### config.mk
export PLATFORM = sky130hd
export DESIGN_NAME = wb_arbiter
export DESIGN_NICKNAME = d
export VERILOG_FILES = /design/src/rtl/wb_arbiter_pkg.sv /design/src/rtl/wb_src_fifo.sv /design/src/rtl/wb_arbiter.sv
export SDC_FILE = /design/constraint.sdc
export NUM_CORES = 1
export LEC_CHECK = 0
export ABC_AREA = 1
export BUFFER_PORTS_ARGS = -buffer_cell sky130_fd_sc_hd__buf_2
export CELL_PAD_IN_SITES_DETAIL_PLACEMENT = 1
export CELL_PAD_IN_SITES_GLOBAL_PLACEMENT = 1
export CORE_AREA = 2 2 152 154
export DETAILED_ROUTE_END_ITERATION = 7
export DIE_AREA = 0 0 154 156
export GPL_TIMING_DRIVEN = 0
export PLACE_DENSITY_LB_ADDON = 0.1
export SLEW_MARGIN = 25
export SYNTH_ARGS = -nofsm -noshare
export SYNTH_HDL_FRONTEND = slang
export SYNTH_SLANG_ARGS = --single-unit
### constraint.sdc
create_clock -name clock -period 7.57 [get_ports clock]
set_input_delay 1.1355 -clock clock [delete_from_list [all_inputs] [get_ports clock]]
set_output_delay 1.1355 -clock clock [all_outputs]
set_load 0.02 [all_outputs]
### src/rtl/wb_arbiter_pkg.sv
// Shared definitions for the write-back arbiter: source identifiers,
// default sizing and the buffered result entry.
package wb_arbiter_pkg;

    typedef enum logic [1:0] {
        SRC_MUL = 2'd0,
        SRC_AM  = 2'd1,
        SRC_MEM = 2'd2
    } src_e;

    localparam int unsigned NUM_SRC        = 3;
    localparam int unsigned DEFAULT_DEPTH  = 2;
    localparam int unsigned DEFAULT_ADDR_W = 5;
    localparam int unsigned DEFAULT_DATA_W = 32;

    // One buffered write-back result at the default widths.
    typedef struct packed {
        logic [DEFAULT_ADDR_W-1:0] regdest;
        logic [DEFAULT_DATA_W-1:0] wbvalue;
    } wb_entry_t;

    // Successor in the fixed arbitration ring MUL -> AM -> MEM -> MUL.
    function automatic src_e next_src(input src_e s);
        case (s)
            SRC_MUL: return SRC_AM;
            SRC_AM:  return SRC_MEM;
            default: return SRC_MUL;
        endcase
    endfunction

endpackage

### src/rtl/wb_src_fifo.sv
// Per-source result FIFO: synchronous push/pop, occupancy count and
// full/empty flags. A push while full is accepted only with a same-cycle pop.
module wb_src_fifo #(
    parameter int unsigned DEPTH = 2,
    parameter int unsigned WIDTH = 37
) (
    input  logic             clock,
    input  logic             reset,
    input  logic             push,
    input  logic             pop,
    input  logic [WIDTH-1:0] din,
    output logic [WIDTH-1:0] dout,
    output logic             full,
    output logic             empty
);

    localparam int unsigned PTR_W = $clog2(DEPTH);
    localparam int unsigned CNT_W = $clog2(DEPTH + 1);

    logic [WIDTH-1:0] mem [DEPTH];
    logic [PTR_W-1:0] wr_ptr;
    logic [PTR_W-1:0] rd_ptr;
    logic [CNT_W-1:0] count;
    logic             do_push;
    logic             do_pop;

    assign full    = (count == CNT_W'(DEPTH));
    assign empty   = (count == '0);
    assign do_pop  = pop && !empty;
    assign do_push = push && (!full || do_pop);
    assign dout    = mem[rd_ptr];

    // Storage write; when full with a pop, wr_ptr equals rd_ptr and the
    // head is read out combinationally before this edge overwrites it.
    always_ff @(posedge clock) begin
        if (do_push) begin
            mem[wr_ptr] <= din;
        end
    end

    // Pointers and occupancy; pointers wrap naturally since DEPTH is a power of two.
    always_ff @(posedge clock or posedge reset) begin
        if (reset) begin
            wr_ptr <= '0;
            rd_ptr <= '0;
            count  <= '0;
        end else begin
            if (do_push) begin
                wr_ptr <= wr_ptr + 1'b1;
            end
            if (do_pop) begin
                rd_ptr <= rd_ptr + 1'b1;
            end
            case ({do_push, do_pop})
                2'b10:   count <= count + 1'b1;
                2'b01:   count <= count - 1'b1;
                default: count <= count;
            endcase
        end
    end

endmodule

### src/rtl/wb_arbiter.sv
// Shares the register-file write port between Mult, AluMisc and Mem.
// Each source buffers results in its own FIFO; one head per cycle is
// granted round-robin and registered onto the write port.
module wb_arbiter
    import wb_arbiter_pkg::*;
#(
    parameter int unsigned DEPTH  = DEFAULT_DEPTH,
    parameter int unsigned DATA_W = DEFAULT_DATA_W,
    parameter int unsigned ADDR_W = DEFAULT_ADDR_W
) (
    input  logic              clock,
    input  logic              reset,
    input  logic              mul_wb_oper,
    input  logic              mul_wb_writereg,
    input  logic [ADDR_W-1:0] mul_wb_regdest,
    input  logic [DATA_W-1:0] mul_wb_wbvalue,
    input  logic              am_wb_oper,
    input  logic              am_wb_writereg,
    input  logic [ADDR_W-1:0] am_wb_regdest,
    input  logic [DATA_W-1:0] am_wb_wbvalue,
    input  logic              mem_wb_oper,
    input  logic              mem_wb_writereg,
    input  logic [ADDR_W-1:0] mem_wb_regdest,
    input  logic [DATA_W-1:0] mem_wb_wbvalue,
    output logic              wb_mul_full,
    output logic              wb_am_full,
    output logic              wb_mem_full,
    output logic              wb_reg_en,
    output logic [ADDR_W-1:0] wb_reg_addr,
    output logic [DATA_W-1:0] wb_reg_data,
    output logic              wb_busy,
    output logic              wb_overflow
);

    localparam int unsigned ENT_W = ADDR_W + DATA_W;

    // Same layout as wb_entry_t, sized by this instance's parameters.
    typedef struct packed {
        logic [ADDR_W-1:0] regdest;
        logic [DATA_W-1:0] wbvalue;
    } wb_ent_t;

    wb_ent_t            push_ent [NUM_SRC];
    wb_ent_t            head     [NUM_SRC];
    logic [NUM_SRC-1:0] push;
    logic [NUM_SRC-1:0] pop;
    logic [NUM_SRC-1:0] full;
    logic [NUM_SRC-1:0] empty;

    src_e last_q;
    src_e grant;
    src_e cand1, cand2, cand3;
    logic grant_valid;

    // Stores (oper without writereg) never enter a FIFO.
    assign push[SRC_MUL] = mul_wb_oper & mul_wb_writereg;
    assign push[SRC_AM]  = am_wb_oper  & am_wb_writereg;
    assign push[SRC_MEM] = mem_wb_oper & mem_wb_writereg;

    assign push_ent[SRC_MUL] = {mul_wb_regdest, mul_wb_wbvalue};
    assign push_ent[SRC_AM]  = {am_wb_regdest,  am_wb_wbvalue};
    assign push_ent[SRC_MEM] = {mem_wb_regdest, mem_wb_wbvalue};

    for (genvar g = 0; g < NUM_SRC; g++) begin : g_fifo
        wb_src_fifo #(
            .DEPTH (DEPTH),
            .WIDTH (ENT_W)
        ) u_fifo (
            .clock (clock),
            .reset (reset),
            .push  (push[g]),
            .pop   (pop[g]),
            .din   (push_ent[g]),
            .dout  (head[g]),
            .full  (full[g]),
            .empty (empty[g])
        );
    end

    assign wb_mul_full = full[SRC_MUL];
    assign wb_am_full  = full[SRC_AM];
    assign wb_mem_full = full[SRC_MEM];
    assign wb_busy     = (~&empty) | wb_reg_en;

    // Round-robin grant: search the ring starting after the last winner.
    always_comb begin
        cand1       = next_src(last_q);
        cand2       = next_src(cand1);
        cand3       = next_src(cand2);
        grant_valid = 1'b0;
        grant       = last_q;
        pop         = '0;
        if (!empty[cand1]) begin
            grant_valid = 1'b1;
            grant       = cand1;
        end else if (!empty[cand2]) begin
            grant_valid = 1'b1;
            grant       = cand2;
        end else if (!empty[cand3]) begin
            grant_valid = 1'b1;
            grant       = cand3;
        end
        if (grant_valid) begin
            pop[grant] = 1'b1;
        end
    end

    // Output register and ring pointer; regdest 0 consumes a grant without writing.
    always_ff @(posedge clock or posedge reset) begin
        if (reset) begin
            last_q      <= SRC_MEM;
            wb_reg_en   <= 1'b0;
            wb_reg_addr <= '0;
            wb_reg_data <= '0;
        end else if (grant_valid) begin
            last_q      <= grant;
            wb_reg_en   <= (head[grant].regdest != '0);
            wb_reg_addr <= head[grant].regdest;
            wb_reg_data <= head[grant].wbvalue;
        end else begin
            wb_reg_en   <= 1'b0;
        end
    end

    // Sticky flag for a push dropped because its FIFO was full and not popped.
    always_ff @(posedge clock or posedge reset) begin
        if (reset) begin
            wb_overflow <= 1'b0;
        end else if (|(push & full & ~pop)) begin
            wb_overflow <= 1'b1;
        end
    end

endmodule

==> metrics.md <==
| Metric | Value |
|---|---|
| Std cell rows | `55` |
| CTS tree | `built` |
| Fmax | `281 MHz` |
| Critical path launch point type | `flip-flop` |
| Total leakage power | `5.48 nW` |
| Io pins | `162` |
| Mean routed wirelength per cell | `around 21 um` |
| Synth top area share | `60.3%` |
| Count leader, synth | `nand2_1` |
| HP Class | `reg -> reg` |
| Fill count | `2264` |
| Worst Path Required | `6.43 ns` |
| Final nets | `approximately 1200` |
| TritonCTS Buffers | `29` |
| Post-cts repair resize count | `0` |
| HPWL after DPL | `20.7 mm` |
| Die Width | `approximately 150 um` |
| Synth Area per Inst | `between 10 and 15 um^2` |
| DRT Pass-1 Iters | `4` |
| Part of the cycle the worst path needs | `a little under half` |
| Combinational cell fraction of total power | `between 40% and 50%` |
| Synth Cell Area | `approximately 0.011 mm^2` |
| P&R area growth vs syn | `21.1%` |
| P_sw | `2.35 mW` |
| Worst path arrival time | `~2.4 ns` |
| Syn nets | `slightly below 1000` |
| Sink Count | `275` |
| Clock period minus worst slack | `around 3.6 ns` |
| Initial antenna violation count | `1` |
| Prevailing post-synth register cell | `edfxtp_1` |
| Hold Path Depth | `2` |
| Seq/Total Area, Yosys | `72.3%` |
| Total Power | `6.03 mW` |
| # port buffers | `161` |
| Internal power | `3.68 mW` |
| H-tree depth | `1` |
| Multi-input logic area | `~0.0028 mm^2` |
| Hold Buf Count CTS | `0` |
| FFs w/ async S/R, synth | `19.3%` |
| Routed vias | `between 7000 and 8000` |
| Clock transition at path regs | `0.06 ns` |
| RSZ-0062 raised after global routing | `false` |
| Routed WL | `between 20 and 30 mm` |
| Number of flops mapped to enable cells by yosys | `222` |
| Worst path max stage delay | `0.44 ns` |
| First-pass GRT wire length | `approximately 45 mm` |
| Detailed router's first-iteration violation count | `498` |
| Max stage delay cell, worst path | `dfrtp_1` |
| CP dominant cell by count | `inv_2` |
| Crit-path max FO | `9` |
| Total track usage | `24.7%` |
| Clock tree buffer depth | `3` |
| Sequential power share | `between 30% and 40%` |
| #FFs+latches synth | `275` |
| Initial Utilization | `49.4%` |
| Switching Share | `39.0%` |
| Largest net degree at the start of global routing | `33` |
| Root buf cell | `clkbuf_16` |
| Status | `finished clean` |
| Main area contributors after synthesis | `edfxtp_1, dfrtp_1, nand2_1, mux2i_1, o211ai_1` |
| Std-Cell Core Area | `0.0224 mm^2` |
| Die ar. | `0.0240 mm^2` |
| Vias in the first global route | `8039` |
| Reg area | `about 0.008 mm^2` |
| Vias per cell | `5.32` |
| WS Path Type | `reg -> out` |
| Worst VDD drop | `0.217 mV` |
| Synth cell types | `38` |
| Clock group share of total power | `23.9%` |
| R2R depth | `11` |
| Setup TNS | `0 ns` |
| Crit. End Element | `output port` |
| Synth top cells by count | `nand2_1, edfxtp_1, dfrtp_1` |
| GRT overflow | `0` |
| Die H | `156 um` |
| Clock Skews | `approximately 0.012 ns` |
| Critical path, cell by cell | `nor2_2 -> inv_2 -> nor3_4 -> inv_2 -> or2_2 -> buf_2` |
| Final Max Slew Viols | `0` |
| Worst Tran Pin Value | `0.808 ns` |
| Slew HR | `between 40% and 50%` |
| Post-CTS Setup Repair Bufs | `0` |
| Fin. Hold Viols | `0` |
| Mapped Cells | `865` |
| Power per cell area | `about 450 mW/mm^2` |
| Share of layout cells above drive strength 1 | `28.5%` |
| Max_cap viols | `0` |
| Routed Antenna Nets | `0` |
| Clock latency on the worst-skew pair | `0.54 ns` |
| Final setup viols | `0` |
| Cell accounting for the most synthesized area | `edfxtp_1` |
| Yosys warning total | `0` |
| Routability cong. | `0.783` |
| Residual DRC | `0` |
flip-flops by register name, summed over array words and instances, names as in the netlist:
register / count
wb_reg_data: 32
wb_reg_en: 1
g_fifo.u_fifo.count: 6
g_fifo.u_fifo.rd_ptr: 3
wb_reg_addr: 5
last_q: 2
wb_overflow: 1
g_fifo.u_fifo.wr_ptr: 3
g_fifo.u_fifo.mem: 222
final timing paths:
| check | from | end | slack [ns] |
|---|---|---|---|
| max in group asynchronous | reset | last_q[1]$_DFFE_PP1N_ | 6.44 |
| worst min-delay path | g_fifo[0].u_fifo.wr_ptr$_DFFE_PP0P_ | g_fifo[0].u_fifo.wr_ptr$_DFFE_PP0P_ | 0.48 |
| worst max-delay path | g_fifo[1].u_fifo.count[0]$_DFFE_PP0P_ | wb_busy | 4.01 |
| worst max register to register | g_fifo[1].u_fifo.count[0]$_DFFE_PP0P_ | g_fifo[1].u_fifo.count[1]$_DFFE_PP0P_ | 4.73 |
| min in group asynchronous | reset | wb_reg_data[15]$_DFFE_PP0N_ | 0.56 |
| worst min register to register | g_fifo[0].u_fifo.wr_ptr$_DFFE_PP0P_ | g_fifo[0].u_fifo.wr_ptr$_DFFE_PP0P_ | 0.48 |
logic make-up (layout without fill, tap and decap cells):
group	count (synthesis)	in the layout	share of synthesized area, %
AOI/OAI and AO/OA	107	107	6.98
adders and majority gates	2	2	0.226
other	0	1	0
muxes	21	21	1.90
DFF	275	275	72.3
and+or+nand+nor	387	387	15.2
xor gates and xnor gates	8	8	0.634
buffers and inverters	65	286	2.72
layout make-up:
class                      instances  area share [%]
antenna                            1          0.0187
buffer                            36            1.40
clock buffer                      38            6.12
clock inverter                    15            1.11
inverter                          29           0.859
multi-input combinational        525            20.9
sequential                       275            59.7
tap                              285            2.66
timing repair buffer             168            7.29
stage by stage:
stage / worst slack (ns) / hold WS [ns] / area, um^2 / std cells / utilization [%]
floorplan: 4.11 / 0.442 / 11100 / 865 / -
global placement: 2.93 / 0.460 / 12200 / 1311 / 54.6
detailed placement: 4.56 / 0.469 / 12400 / 1318 / 55.5
CTS: 3.98 / 0.488 / 13400 / 1371 / 59.9
global route: 3.87 / 0.549 / 13400 / 1371 / 59.9
finish: 4.01 / 0.483 / 13400 / 1372 / 59.9
cells in the final DEF, fill, tap and decap left out, types with 14 or more instances in the layout:
cell | Yosys | routed
clkbuf_16 | 0 | 29
mux2i_1 | 21 | 21
nor2_1 | 29 | 25
o21ai_0 | 21 | 21
or2_2 | 20 | 20
buf_2 | 3 | 164
nand3_1 | 23 | 23
o211ai_1 | 19 | 19
nand2_1 | 279 | 279
dfrtp_1 | 52 | 52
a21oi_1 | 21 | 21
inv_1 | 16 | 14
edfxtp_1 | 222 | 222
clkbuf_1 | 16 | 19
worst max-delay path: cells and delay by family, from the launching register on:
family | cells | cell delay (ns)
AND/OR/NAND/NOR | 3 | 0.97
flip-flops | 1 | 0.44
buffers and inverters | 3 | 0.48
power groups by stage:
| stage | Clock [mW] | Sequential, mW | Combinational (mW) |
|---|---|---|---|
| after floorplan | 0 | 2.25 | 1.52 |
| after global placement | 0 | 2.18 | 2.32 |
| after detailed placement | 0 | 2.18 | 2.45 |
| final | 1.44 | 2.15 | 2.44 |
| after CTS | 1.46 | 2.15 | 2.48 |
| after global routing | 1.52 | 2.18 | 2.70 |
routing by layer:
layer	part of all wire (%)	track usage [%]	routed length, um
met3	4.2	3.39	1210
met4	2.9	7.97	854
met2	54	46.4	15600
met1	39	29.3	11300
met5	0	0	0
No activity file was read; power rests on OpenSTA's default activity.
